[src/rtl/bar_sequencer.sv]
// Spectrum bar sequencer: captures 64 FFT bar heights, then commits them one bar per cycle
// (direct copy or peak-hold with decay) and hands off to the pattern generator.
module bar_sequencer #(
  parameter int ACK_TIMEOUT = 50000
) (
  input  logic         clk,
  input  logic         rst,
  input  logic         bin_valid,
  input  logic [5:0]   bin_idx,
  input  logic [4:0]   bin_mag,
  input  logic         frame_tick,
  input  logic         decay_en,
  input  logic         pg_busy,
  output logic         pg_start,
  output logic [319:0] bars,
  output logic         busy,
  output logic [7:0]   overrun_cnt,
  output logic         timeout_flag
);

  localparam int TW = $clog2(ACK_TIMEOUT + 1);

  typedef enum logic [2:0] {IDLE, COMMIT, START, WAIT_ACK, RUN} state_t;

  state_t        state_q, state_d;
  logic [6:0]    idx_q, idx_d;
  logic [TW-1:0] to_q, to_d;
  logic          complete_q, complete_d;
  logic          pg_start_q, pg_start_d;
  logic [7:0]    ovr_q, ovr_d;
  logic          tflag_q, tflag_d;
  logic [4:0]    capture_q [64];
  logic [4:0]    capture_d [64];
  logic [4:0]    display_q [64];
  logic [4:0]    display_d [64];

  function automatic logic [4:0] clamp16(input logic [4:0] mag);
    return (mag > 5'd16) ? 5'd16 : mag;
  endfunction

  function automatic logic [4:0] commit_val(input logic decay, input logic [4:0] cap,
                                            input logic [4:0] disp);
    if (!decay || cap >= disp) return cap;
    else if (disp != 5'd0)     return disp - 5'd1;
    else                       return 5'd0;
  endfunction

  always_comb begin
    capture_d = capture_q;
    display_d = display_q;
    if (bin_valid) capture_d[bin_idx] = clamp16(bin_mag);
    // Commit reads capture_q, so a same-cycle capture write to this bar is not seen yet.
    if (state_q == COMMIT && !idx_q[6])
      display_d[idx_q[5:0]] = commit_val(decay_en, capture_q[idx_q[5:0]], display_q[idx_q[5:0]]);
  end

  always_comb begin
    state_d    = state_q;
    idx_d      = idx_q;
    to_d       = to_q;
    complete_d = complete_q;
    ovr_d      = ovr_q;
    tflag_d    = tflag_q;
    case (state_q)
      IDLE: begin
        if (frame_tick && complete_q) begin
          state_d = COMMIT;
          idx_d   = '0;
        end
      end
      // Index 64 is a settle cycle after the last bar so the start pulse lands one edge later.
      COMMIT: begin
        if (idx_q[6]) state_d = START;
        else          idx_d   = idx_q + 7'd1;
      end
      START: begin
        state_d = WAIT_ACK;
        to_d    = '0;
      end
      WAIT_ACK: begin
        if (pg_busy) begin
          state_d = RUN;
        end else if (to_q == TW'(ACK_TIMEOUT - 1)) begin
          state_d = IDLE;
          tflag_d = 1'b1;
        end else begin
          to_d = to_q + TW'(1);
        end
      end
      RUN: begin
        if (!pg_busy) state_d = IDLE;
      end
      default: state_d = IDLE;
    endcase
    if (frame_tick && state_q != IDLE && ovr_q != 8'hFF) ovr_d = ovr_q + 8'd1;
    if (state_q == IDLE && state_d == COMMIT) complete_d = 1'b0;
    if (bin_valid && bin_idx == 6'd63) complete_d = 1'b1;
    pg_start_d = (state_d == START);
  end

  always_ff @(posedge clk) begin
    if (!rst) begin
      state_q    <= IDLE;
      idx_q      <= '0;
      to_q       <= '0;
      complete_q <= 1'b0;
      pg_start_q <= 1'b0;
      ovr_q      <= '0;
      tflag_q    <= 1'b0;
      for (int k = 0; k < 64; k++) begin
        capture_q[k] <= '0;
        display_q[k] <= '0;
      end
    end else begin
      state_q    <= state_d;
      idx_q      <= idx_d;
      to_q       <= to_d;
      complete_q <= complete_d;
      pg_start_q <= pg_start_d;
      ovr_q      <= ovr_d;
      tflag_q    <= tflag_d;
      capture_q  <= capture_d;
      display_q  <= display_d;
    end
  end

  for (genvar g = 0; g < 64; g++) begin : g_bars
    assign bars[5*g +: 5] = display_q[g];
  end

  assign pg_start     = pg_start_q;
  assign busy         = (state_q != IDLE);
  assign overrun_cnt  = ovr_q;
  assign timeout_flag = tflag_q;

endmodule
[config.mk]
export PLATFORM = sky130hd
export DESIGN_NAME = bar_sequencer
export DESIGN_NICKNAME = d
export VERILOG_FILES = /design/src/rtl/bar_sequencer.sv
export SDC_FILE = /design/constraint.sdc
export NUM_CORES = 1
export LEC_CHECK = 0
export BUFFER_PORTS_ARGS = -buffer_cell sky130_fd_sc_hd__buf_4
export CORE_MARGIN = 5
export CORE_UTILIZATION = 35
export CTS_CLUSTER_DIAMETER = 50
export CTS_CLUSTER_SIZE = 24
export DETAILED_ROUTE_END_ITERATION = 8
export PLACE_DENSITY = 0.58
export SLEW_MARGIN = 25
export SYNTH_ARGS = -nofsm -noshare
export SYNTH_HDL_FRONTEND = slang
export SYNTH_SLANG_ARGS = --single-unit
[constraint.sdc]
create_clock -name clk -period 5.8 [get_ports clk]
set_input_delay 1.16 -clock clk [delete_from_list [all_inputs] [get_ports clk]]
set_output_delay 1.16 -clock clk [all_outputs]
set_load 0.05 [all_outputs]
==> Yosys cells after proc, flatten, opt, wreduce, memory -nomap -nowiden <==
Cells that the tools add are included.
{ "word_totals": {"input_bits": 17, "regBits": 677} }
{ "op_classes": {"addsub": 4, "n_reduce_logical": 21, "n_mux": 30, "bitwise_logic": 3, "n_eq_ne": 13, "magnitude_cmp": 6} }
{ "ops": {"columns": ["operator", "count"], "rows": [
  ["320-bit bitwise mux", 2],
  ["5-bit binary-select mux with 6-bit select", 2],
  ["5-bit demux with 6-bit select", 2],
  ["5-bit two-way mux", 10],
  ["16-bit two-way mux", 2],
  ["16-bit case mux with 2 select lines", 1],
  ["16-bit by 1-bit adder with 16-bit output, second input constant", 1],
  ["16-bit equality test, second input constant", 1],
  ["3-bit two-way mux", 5],
  ["3-bit case mux with 5 select lines", 1],
  ["7-bit greater-or-equal comparator, second input constant", 2],
  ["7-bit by 1-bit < comparator with 1-bit output, second input constant", 2],
  ["7-bit two-way mux", 2],
  ["6-bit inverter with 7-bit output", 2],
  ["7-bit case mux with 2 select lines", 1],
  ["3-bit by 2-bit equality test with 1-bit output, second input constant", 3],
  ["3-bit AND reduction", 3],
  ["8-bit by 1-bit adder with 8-bit output, second input constant", 1],
  ["1-bit logical AND", 8],
  ["2-bit inequality test, second input constant", 4],
  ["8-bit inequality test, second input constant", 1],
  ["7-bit by 1-bit adder with 7-bit output, second input constant", 1],
  ["3-bit by 1-bit equality test with 1-bit output, second input constant", 2],
  ["6-bit equality test, second input constant", 1],
  ["other kinds (13)", 17]
]} }

==> Logic depth before layout (Yosys ltp) <==
Gate-level depths: netlist (run 1).
{ "depth": {"word_depth": 9, "depth_mapped": 22, "mapped_depth_nobuf": 14} }

==> Worst setup path before layout (run 1) <==
OpenSTA, ideal clock, no wires.
{ "synth_path": {"kind": "flip-flop to flip-flop", "start": "reg idx_q[1]", "end": "reg display_q (netlist bit bars[128])", "arrival_time_ns": 4.659, "synth_period_minus_slack_ns": 4.800, "required_ns": 5.659, "path_stages_with_launch": 22, "path_slack_ns": 1.000, "path_cell_list": "dfxtp_1 buf_4 buf_4 buf_2 buf_2 buf_2 mux2i_1 nor2_1 a221oi_1 o22ai_1 nor4_1 ha_1 nand2b_1 a21o_1 a21o_1 a21o_1 a21oi_1 buf_1 nand2_1 mux2i_2 buf_6 o32ai_2"} }
{ "synth_via": {"elab_chain_len": 9} }
{ "synth_lines": {"columns": ["element", "line_no", "text"], "rows": [
  ["start: declaration", "26", "logic [6:0] idx_q, idx_d;"],
  ["start signal: assignment", "116", "idx_q <= idx_d;"],
  ["6-bit inverter with 7-bit output (implied by the code) *", "54", "display_d[idx_q[5:0]] = commit_val(decay_en, capture_q[idx_q[5:0]], display_q[idx_q[5:0]]);"],
  ["5-bit binary-select mux with 6-bit select", "54", null],
  ["5-bit two-way mux (implied by the code) (2 in a row)", "54", null],
  ["5-bit by 1-bit subtractor with 5-bit output (tied with other cells)", "44", "else if (disp != 5'd0) return disp - 5'd1;"],
  ["5-bit two-way mux / 1-bit logical OR (equally long branches)", "44, 43", null],
  ["5-bit two-way mux", "43", "if (!decay || cap >= disp) return cap;"],
  ["5-bit two-way mux", "53", "if (state_q == COMMIT && !idx_q[6])"],
  ["320-bit bitwise mux *", "54", null],
  ["end signal: assignment", "123", "display_q <= display_d;"],
  ["end: declaration", "34", "logic [4:0] display_q [64];"]
]} }
Mark *: on every way between the ends. The rest lies on a longest branch, timed or not. The select of a mux whose other input is x is not followed.
A chain may end at the register's enable or synchronous reset.

==> Final worst setup path (run 1) <==
{ "layout_path": {"start": "reg idx_q[0]", "end": "reg display_q (netlist bit bars[132])"} }
Same word-level chain as after synthesis.

==> metrics.txt, run 1 <==
# TYPE chip_impl_metric gauge
chip_impl_metric{name="slew_headroom",unit=""} 0.2587
chip_impl_metric{name="synth.yosys.warnings",unit=""} 0
chip_impl_metric{name="num_io_pins",unit=""} 348
chip_impl_info{name="critical_path.cell_chain",value="buf_12, inv_2, buf_4, a221o_1, a21oi_1, o22ai_1, nor4_1, buf_4, ha_1, nand2b_1, a21o_1, a21o_1, a21o_1, a21oi_1, buf_4, o21ai_0, o22ai_4, buf_12, o22ai_1"} 1
chip_impl_metric{name="h-tree-depth",unit=""} 3
chip_impl_metric{name="clock_skew",unit="ns"} 0.04403
chip_impl_metric{name="cts_setup_buffers",unit=""} 0
chip_impl_metric{name="ys_ff_latch",unit=""} 677
chip_impl_metric{name="floorplan.initialDensity",unit=""} 0.3520
chip_impl_metric{name="first_iter_violations",unit=""} 3188
chip_impl_metric{name="route.final.wire_length",unit="um"} 126500
chip_impl_metric{name="finalMaxSlewViolations",unit=""} 0
chip_impl_metric{name="ir_drop",unit="uV"} 226.9
chip_impl_info{name="critPathLaunchType",value="flip-flop"} 1
chip_impl_metric{name="critical_path_buf_inv_count",unit=""} 6
chip_impl_info{name="hold_path_class",value="flip-flop to flip-flop"} 1
chip_impl_metric{name="rr_worst_depth",unit=""} 19
chip_impl_info{name="ctsRootBufferMaster",value="clkbuf_16"} 1
chip_impl_info{name="cp-endpoint",value="bars[132]"} 1
chip_impl_metric{name="final_antenna_net_count",unit=""} 0
chip_impl_metric{name="gr-usage-all-layers",unit=""} 0.2553
chip_impl_info{name="netlist_top_cells_area",value="dfxtp_1 (44%), mux2i_1 (7.5%), a21oi_1 (5.5%)"} 1
chip_impl_metric{name="fin_tns_setup",unit="ns"} 0
chip_impl_metric{name="std_cell_rows",unit=""} 108
chip_impl_info{name="crit_path_start",value="idx_q[0]"} 1
chip_impl_metric{name="finalCriticalPeriod",unit="ns"} 5.357
chip_impl_metric{name="synth_seq_area_share",unit=""} 0.4445
chip_impl_metric{name="power.density_cell_area",unit="nW/um2"} 275.7
chip_impl_metric{name="antenna_violations_before_repair",unit=""} 0
chip_impl_info{name="synth_top_area_cell",value="dfxtp_1"} 1
chip_impl_metric{name="num_vias",unit=""} 28746
chip_impl_metric{name="clkLatencyLatePin",unit="ns"} 0.64
chip_impl_metric{name="horizontal_extent_of_the_die",unit="um"} 305.2
chip_impl_metric{name="post-route-period-util",unit=""} 0.9235
chip_impl_info{name="critPathCaptureType",value="flip-flop"} 1
chip_impl_info{name="synth_most_common_cell",value="dfxtp_1"} 1
chip_impl_metric{name="path_depth",unit=""} 19
chip_impl_metric{name="syn2layout_area_growth",unit="%"} 21.04
chip_impl_metric{name="place.detailed.hpwl",unit="um"} 86120
chip_impl_metric{name="count_of_mapped_cells_out_of_synthesis",unit=""} 3445
chip_impl_info{name="synth_commonest_cells",value="dfxtp_1 (677), nor2_1 (388), nand2_1 (379), a21oi_1 (337), o21ai_0 (273)"} 1
chip_impl_metric{name="rrSetupSlack",unit="ns"} 0.44
chip_impl_metric{name="synth_area_per_cell",unit="um2"} 8.851
chip_impl_metric{name="hold_buf_count_cts",unit=""} 0
chip_impl_info{name="worst_path_dominant_cell_family",value="compound AO/OA/AOI/OAI gates"} 1
chip_impl_info{name="tritoncts",value="yes"} 1
chip_impl_metric{name="timing_hold_violations_final",unit=""} 0
chip_impl_metric{name="mapped_nets",unit=""} 3471
chip_impl_metric{name="required",unit="ns"} 6.28
chip_impl_metric{name="globalRouteOverflowTotal",unit=""} 0
chip_impl_info{name="critical_path_class",value="flip-flop to flip-flop"} 1
chip_impl_info{name="worst_path_max_delay_cell",value="dfxtp_4"} 1
chip_impl_metric{name="core",unit="um2"} 86620
chip_impl_metric{name="worst-path-max-fanout",unit=""} 64
chip_impl_metric{name="drt-vias-per-instance",unit=""} 5.888
chip_impl_metric{name="clk_path_buf_depth",unit=""} 3
chip_impl_metric{name="worst_path_largest_cell_delay",unit="ns"} 0.57
chip_impl_metric{name="numPortBuffers",unit=""} 347
chip_impl_metric{name="route.detailed.wl_per_inst",unit="um"} 25.92
chip_impl_metric{name="grt_max_degree",unit=""} 185
chip_impl_info{name="rsz0062_at_grt",value="false"} 1
chip_impl_metric{name="pre_cts_setup_slack",unit="ns"} 0.5890
chip_impl_metric{name="clk_pin_slew",unit="ns"} 0.06
chip_impl_info{name="outcome",value="complete, no violations"} 1
chip_impl_metric{name="cts_buffers",unit=""} 75
chip_impl_metric{name="design.final.nets",unit=""} 3690
chip_impl_metric{name="grt_first_pass_wirelength",unit="um"} 184400
chip_impl_info{name="worstReg2RegEnd",value="bars[132]"} 1
chip_impl_metric{name="grt_pass1_vias",unit=""} 26507
chip_impl_metric{name="setup_viol",unit=""} 0
chip_impl_metric{name="clock-sinks",unit=""} 677
chip_impl_metric{name="synth_top_area_frac",unit=""} 0.4445
chip_impl_metric{name="yosys.cell_types.count",unit=""} 83
chip_impl_metric{name="worst_max_slew_pin_slew",unit="ns"} 1.103
chip_impl_metric{name="timing.max_cap.violations",unit=""} 0
chip_impl_metric{name="power.static_leakage",unit="nW"} 12.99
chip_impl_metric{name="final_critical_path_setup_slack",unit="ns"} 0.4434
chip_impl_metric{name="firstDrtPassIters",unit=""} 7
chip_impl_metric{name="fp.dieArea",unit="um2"} 93120
chip_impl_metric{name="fill_cells",unit=""} 8467
chip_impl_metric{name="globalplace.congestion",unit=""} 0.8970
chip_impl_metric{name="cp.arrival",unit="ns"} 5.83
chip_impl_info{name="worst_r2r_startpoint",value="idx_q[0]"} 1
chip_impl_metric{name="count_of_flip_flops_with_a_built_in_enable_after_synthesis",unit=""} 0
chip_impl_metric{name="floorplan.die.height",unit="um"} 305.2
chip_impl_metric{name="fin_total_pwr",unit="mW"} 10.17
chip_impl_metric{name="netlist_area",unit="um2"} 30490
chip_impl_info{name="synth_top_flop_cell",value="dfxtp_1"} 1
chip_impl_metric{name="post_route_cells_drive_above_1_share",unit=""} 0.2038
chip_impl_metric{name="share_of_synthesized_registers_carrying_an_async_set_or_reset",unit=""} 0
chip_impl_metric{name="post_cts_resized",unit=""} 0
chip_impl_metric{name="maxClockFrequency",unit="MHz"} 186.7
chip_impl_metric{name="route.detailed.drc",unit=""} 0
## worst min-delay path by stage
stage	startpoint	endpoint	slack, ns	cells past startpoint
CTS	capture_q[158]	capture_q[158]	0.46	2
detailed placement	capture_q[231]	capture_q[231]	0.45	2
floorplan	capture_q[279]	capture_q[279]	0.43	2
finish	capture_q[155]	capture_q[155]	0.45	2
global route	capture_q[307]	capture_q[307]	0.48	2
global placement	capture_q[231]	capture_q[231]	0.44	2
## through the flow
stage               area (um2)  instances  hold slack (ns)    util
finish                   36910       4882           0.4542  0.4261
global route             36900       4880           0.4758  0.4260
CTS                      36860       4878           0.4555  0.4256
detailed placement       34160       4740           0.4466  0.3944
global placement         34160       4740           0.4393  0.3944
floorplan                30490       3445           0.4322       -
## cell usage in the layout (no fill, tap or decap), types with 10 or more instances in the layout
master / synthesis / routed
inv_1: 11 / 10
buf_12: 0 / 15
buf_4: 23 / 438
o2bb2ai_1: 11 / 11
nand4_1: 15 / 15
a221oi_1: 33 / 33
or3_1: 10 / 10
dfxtp_1: 677 / 674
a211oi_1: 57 / 57
o31ai_1: 21 / 21
mux4_2: 32 / 32
inv_6: 0 / 10
a22oi_1: 85 / 85
nand2b_1: 17 / 17
mux2_2: 50 / 50
o21ai_0: 273 / 273
nand3b_1: 13 / 13
o31ai_2: 32 / 32
mux2i_1: 227 / 227
a21oi_1: 337 / 337
clkinvlp_4: 0 / 10
bufinv_16: 0 / 13
nor3_1: 12 / 10
and3_1: 14 / 14
nand3_1: 72 / 72
clkbuf_16: 0 / 76
nor2_1: 388 / 387
a31oi_1: 14 / 14
a22o_1: 17 / 17
clkinv_2: 0 / 10
nand2_1: 379 / 379
and2_1: 11 / 11
o22ai_1: 81 / 81
o211ai_1: 54 / 54
## sequential cells by signal, indices dropped and copies added, names as in the netlist, 3 cells and up
| signal | count |
|---|---|
| state_q | 3 |
| idx_q | 7 |
| to_q | 16 |
| bars | 320 |
| capture_q | 320 |
| overrun_cnt | 8 |
## worst reg2reg max path, stage by stage (launching register included)
cell	delay, ns
dfxtp_4	0.57
buf_12	0.35
inv_2	0.33
buf_4	0.31
a221o_1	0.38
a21oi_1	0.17
o22ai_1	0.14
nor4_1	0.46
buf_4	0.20
ha_1	0.21
nand2b_1	0.15
a21o_1	0.18
a21o_1	0.17
a21o_1	0.19
a21oi_1	0.25
buf_4	0.28
o21ai_0	0.18
o22ai_4	0.16
buf_12	0.35
o22ai_1	0.19
## power breakdown
| part | switching, mW | internal [mW] | leakage [nW] | total, mW |
|---|---|---|---|---|
| Sequential | 0.00363 | 4.65 | 5.45 | 4.65 |
| Combinational | 0.205 | 0.0489 | 6.23 | 0.254 |
| Clock | 2.20 | 3.07 | 1.30 | 5.26 |
## cell families after synthesis
group / Yosys count / synth area share
buf+inv: 329 / 0.05093
flops: 677 / 0.4445
simple gates: 1008 / 0.1468
compound gates: 1086 / 0.2283
xor+xnor: 17 / 0.004883
mux: 319 / 0.1209
fa+ha+maj: 9 / 0.003693
## metal layers
metal	GRT usage	up-vias	routed length [um]
met1	0.3427	13994	52250
met4	0.1047	0	5588
li1	-	12990	-
met5	0	-	0
met2	0.4042	1491	57490
met3	0.05220	271	11200
## area by class of cell
class                      count  area, um2  area share
inverter                      15      63.81    0.001729
clock inverter                58      773.2     0.02095
sequential                   677      13560      0.3675
multi-input combinational   2439      15480      0.4196
clock buffer                  80       1927     0.05221
timing repair buffer         456       3642     0.09869
antenna                        2      5.005   0.0001356
tap                         1155       1445     0.03916
Note: power is estimated with default switching activity, not from simulation.
==> run 2, diff against run 1 <==
==> constraint.sdc (replaced) <==
create_clock -name clk -period 4.98 [get_ports clk]
set_input_delay 0.996 -clock clk [delete_from_list [all_inputs] [get_ports clk]]
set_output_delay 0.996 -clock clk [all_outputs]
set_load 0.05 [all_outputs]
==> run 2 against run 1 <==
Core utilization increased by 0.46 points. Clock skew increased by 0.012 ns. Critical path depth unchanged. Critical path type unchanged.
==> metrics.txt, run 2 (synthesis results as in run 1) <==
# TYPE chip_impl_metric gauge
chip_impl_metric{name="num_io_pins",unit=""} 348
chip_impl_metric{name="finalMaxSlewViolations",unit=""} 0
chip_impl_info{name="worst_r2r_startpoint",value="idx_q[0]"} 1
chip_impl_metric{name="worst_path_largest_cell_delay",unit="ns"} 0.61
chip_impl_metric{name="route.final.wire_length",unit="um"} 126500
chip_impl_metric{name="timing_hold_violations_final",unit=""} 0
chip_impl_info{name="rsz0062_at_grt",value="false"} 1
chip_impl_info{name="layout.cells.most_common_list",value="dfxtp_1 (674), buf_4 (482), nor2_1 (387)"} 1
chip_impl_metric{name="clk_path_buf_depth",unit=""} 3
chip_impl_metric{name="power.static_leakage",unit="nW"} 13.24
chip_impl_metric{name="final_cell_area",unit="um2"} 37310
chip_impl_metric{name="power.density_cell_area",unit="nW/um2"} 305.2
chip_impl_metric{name="std_cell_rows",unit=""} 108
chip_impl_metric{name="grt_pass1_vias",unit=""} 27041
chip_impl_metric{name="antenna_violations_before_repair",unit=""} 0
chip_impl_info{name="tritoncts",value="yes"} 1
chip_impl_metric{name="worst-path-max-fanout",unit=""} 42
chip_impl_metric{name="post_route_cells_drive_above_1_share",unit=""} 0.2155
chip_impl_metric{name="required",unit="ns"} 5.48
chip_impl_metric{name="slew_headroom",unit=""} 0.3068
chip_impl_metric{name="syn2layout_area_growth",unit="%"} 22.36
chip_impl_metric{name="final_antenna_net_count",unit=""} 0
chip_impl_metric{name="place.detailed.hpwl",unit="um"} 89190
chip_impl_metric{name="fp.dieArea",unit="um2"} 93120
chip_impl_info{name="crit_path_start",value="idx_q[0]"} 1
chip_impl_metric{name="cts_buffers",unit=""} 72
chip_impl_info{name="ctsRootBufferMaster",value="clkbuf_16"} 1
chip_impl_info{name="layout.cells.most_common",value="dfxtp_1"} 1
chip_impl_info{name="hold_path_class",value="flip-flop to flip-flop"} 1
chip_impl_metric{name="fin_tns_setup",unit="ns"} 0
chip_impl_metric{name="grt_max_degree",unit=""} 216
chip_impl_info{name="critical_path.cell_chain",value="and3b_1, buf_12, a22o_1, o31ai_1, buf_4, nand4_1, a2111oi_0, buf_4, inv_1, ha_1, a21o_1, a21o_1, a21o_1, a21oi_1, buf_4, o21ai_0, o22ai_4, buf_12, o22ai_1"} 1
chip_impl_info{name="critPathCaptureType",value="flip-flop"} 1
chip_impl_metric{name="timing.max_cap.violations",unit=""} 0
chip_impl_metric{name="first_iter_violations",unit=""} 3370
chip_impl_metric{name="drt-vias-per-instance",unit=""} 5.855
chip_impl_metric{name="route.detailed.drc",unit=""} 0
chip_impl_metric{name="design.final.nets",unit=""} 3744
chip_impl_metric{name="ir_drop",unit="uV"} 180.8
chip_impl_metric{name="placedCellCount",unit=""} 4793
chip_impl_metric{name="worst_max_slew_pin_slew",unit="ns"} 1.040
chip_impl_metric{name="post-route-period-util",unit=""} 0.9619
chip_impl_metric{name="horizontal_extent_of_the_die",unit="um"} 305.2
chip_impl_info{name="hold_path_startpoint",value="capture_q[315]"} 1
chip_impl_metric{name="hold_buf_count_cts",unit=""} 0
chip_impl_metric{name="clk_pin_slew",unit="ns"} 0.08
chip_impl_metric{name="floorplan.initialDensity",unit=""} 0.3520
chip_impl_metric{name="num_vias",unit=""} 28884
chip_impl_metric{name="setup_viol",unit=""} 0
chip_impl_metric{name="clock-sinks",unit=""} 677
chip_impl_metric{name="core",unit="um2"} 86620
chip_impl_info{name="worst_path_max_delay_cell",value="dfxtp_4"} 1
chip_impl_metric{name="grt_first_pass_wirelength",unit="um"} 185600
chip_impl_metric{name="firstDrtPassIters",unit=""} 6
chip_impl_info{name="critPathLaunchType",value="flip-flop"} 1
chip_impl_metric{name="globalplace.congestion",unit=""} 0.9146
chip_impl_metric{name="maxClockFrequency",unit="MHz"} 208.8
chip_impl_info{name="outcome",value="complete, no violations"} 1
chip_impl_metric{name="clkLatencyLatePin",unit="ns"} 0.66
chip_impl_info{name="critical_path_class",value="flip-flop to flip-flop"} 1
chip_impl_metric{name="fin_hold_ws",unit="ns"} 0.4537
chip_impl_metric{name="h-tree-depth",unit=""} 3
chip_impl_metric{name="fill_cells",unit=""} 8518
chip_impl_metric{name="numPortBuffers",unit=""} 347
chip_impl_metric{name="route.detailed.wl_per_inst",unit="um"} 25.65
chip_impl_metric{name="clock_skew",unit="ns"} 0.05568
chip_impl_metric{name="finalNonFillerCells",unit=""} 4933
chip_impl_metric{name="dpl_cell_area",unit="um2"} 34730
chip_impl_metric{name="fin_total_pwr",unit="mW"} 11.39
chip_impl_metric{name="floorplan.die.height",unit="um"} 305.2
chip_impl_metric{name="globalRouteOverflowTotal",unit=""} 0
chip_impl_metric{name="cp.arrival",unit="ns"} 5.29
chip_impl_metric{name="diode_insertion_count_for_antenna_repair",unit=""} 0
chip_impl_metric{name="gr-usage-all-layers",unit=""} 0.2566
chip_impl_metric{name="finalCriticalPeriod",unit="ns"} 4.790
run 2: final cells by class:
type | instances | area [um2] | share of cell area
multi-input combinational | 2439 | 15490 | 0.4153
sequential | 677 | 13560 | 0.3636
timing repair buffer | 513 | 4242 | 0.1137
clock buffer | 81 | 1928 | 0.05168
tap | 1155 | 1445 | 0.03874
clock inverter | 53 | 571.8 | 0.01533
inverter | 15 | 63.81 | 0.001710
run 2: power breakdown:
| part | switching (mW) | total (mW) | internal (mW) |
|---|---|---|---|
| registers | 0.00408 | 5.42 | 5.42 |
| logic | 0.241 | 0.302 | 0.0617 |
| clock network | 2.63 | 5.66 | 3.04 |
run 2: final timing paths:
| check | to | slack (ns) | cells after the start |
|---|---|---|---|
| hold reg to reg | capture_q[315] | 0.45 | 2 |
| hold / removal | capture_q[315] | 0.45 | 2 |
| setup / recovery | bars[127] | 0.19 | 19 |
| setup reg to reg | bars[127] | 0.19 | 19 |
run 2: worst max-delay path: cells and delay by family (launching register included):
family                     cells  cell delay, ns
DFF                            1            0.61
AOI/OAI and AO/OA             10            2.15
and+or+nand+nor                2            0.49
buffers and inverters          6            1.10
adders and majority gates      1            0.26
run 2: repair_timing:
item                                    in CTS  in global routing
hold endpoints to repair                     0                  0
gates resized for setup                      0                  2
buffers inserted                             0                  5
endpoints found under the setup margin       0                 78
run 2: stage by stage:
| step | setup WS (ns) | utilization |
|---|---|---|
| after detailed placement | 0.2361 | 0.4010 |
| after floorplan | 0.1801 | - |
| after CTS | 0.2063 | 0.4299 |
| after global routing | 0.08385 | 0.4307 |
| after global placement | 0.1379 | 0.4010 |
| final | 0.1898 | 0.4307 |
run 2: metal layers:
| layer | share of wire | global-route usage |
|---|---|---|
| met5 | 0 | 0 |
| met4 | 0.044 | 0.1070 |
| met3 | 0.090 | 0.05324 |
| met2 | 0.45 | 0.4079 |
| met1 | 0.41 | 0.3419 |
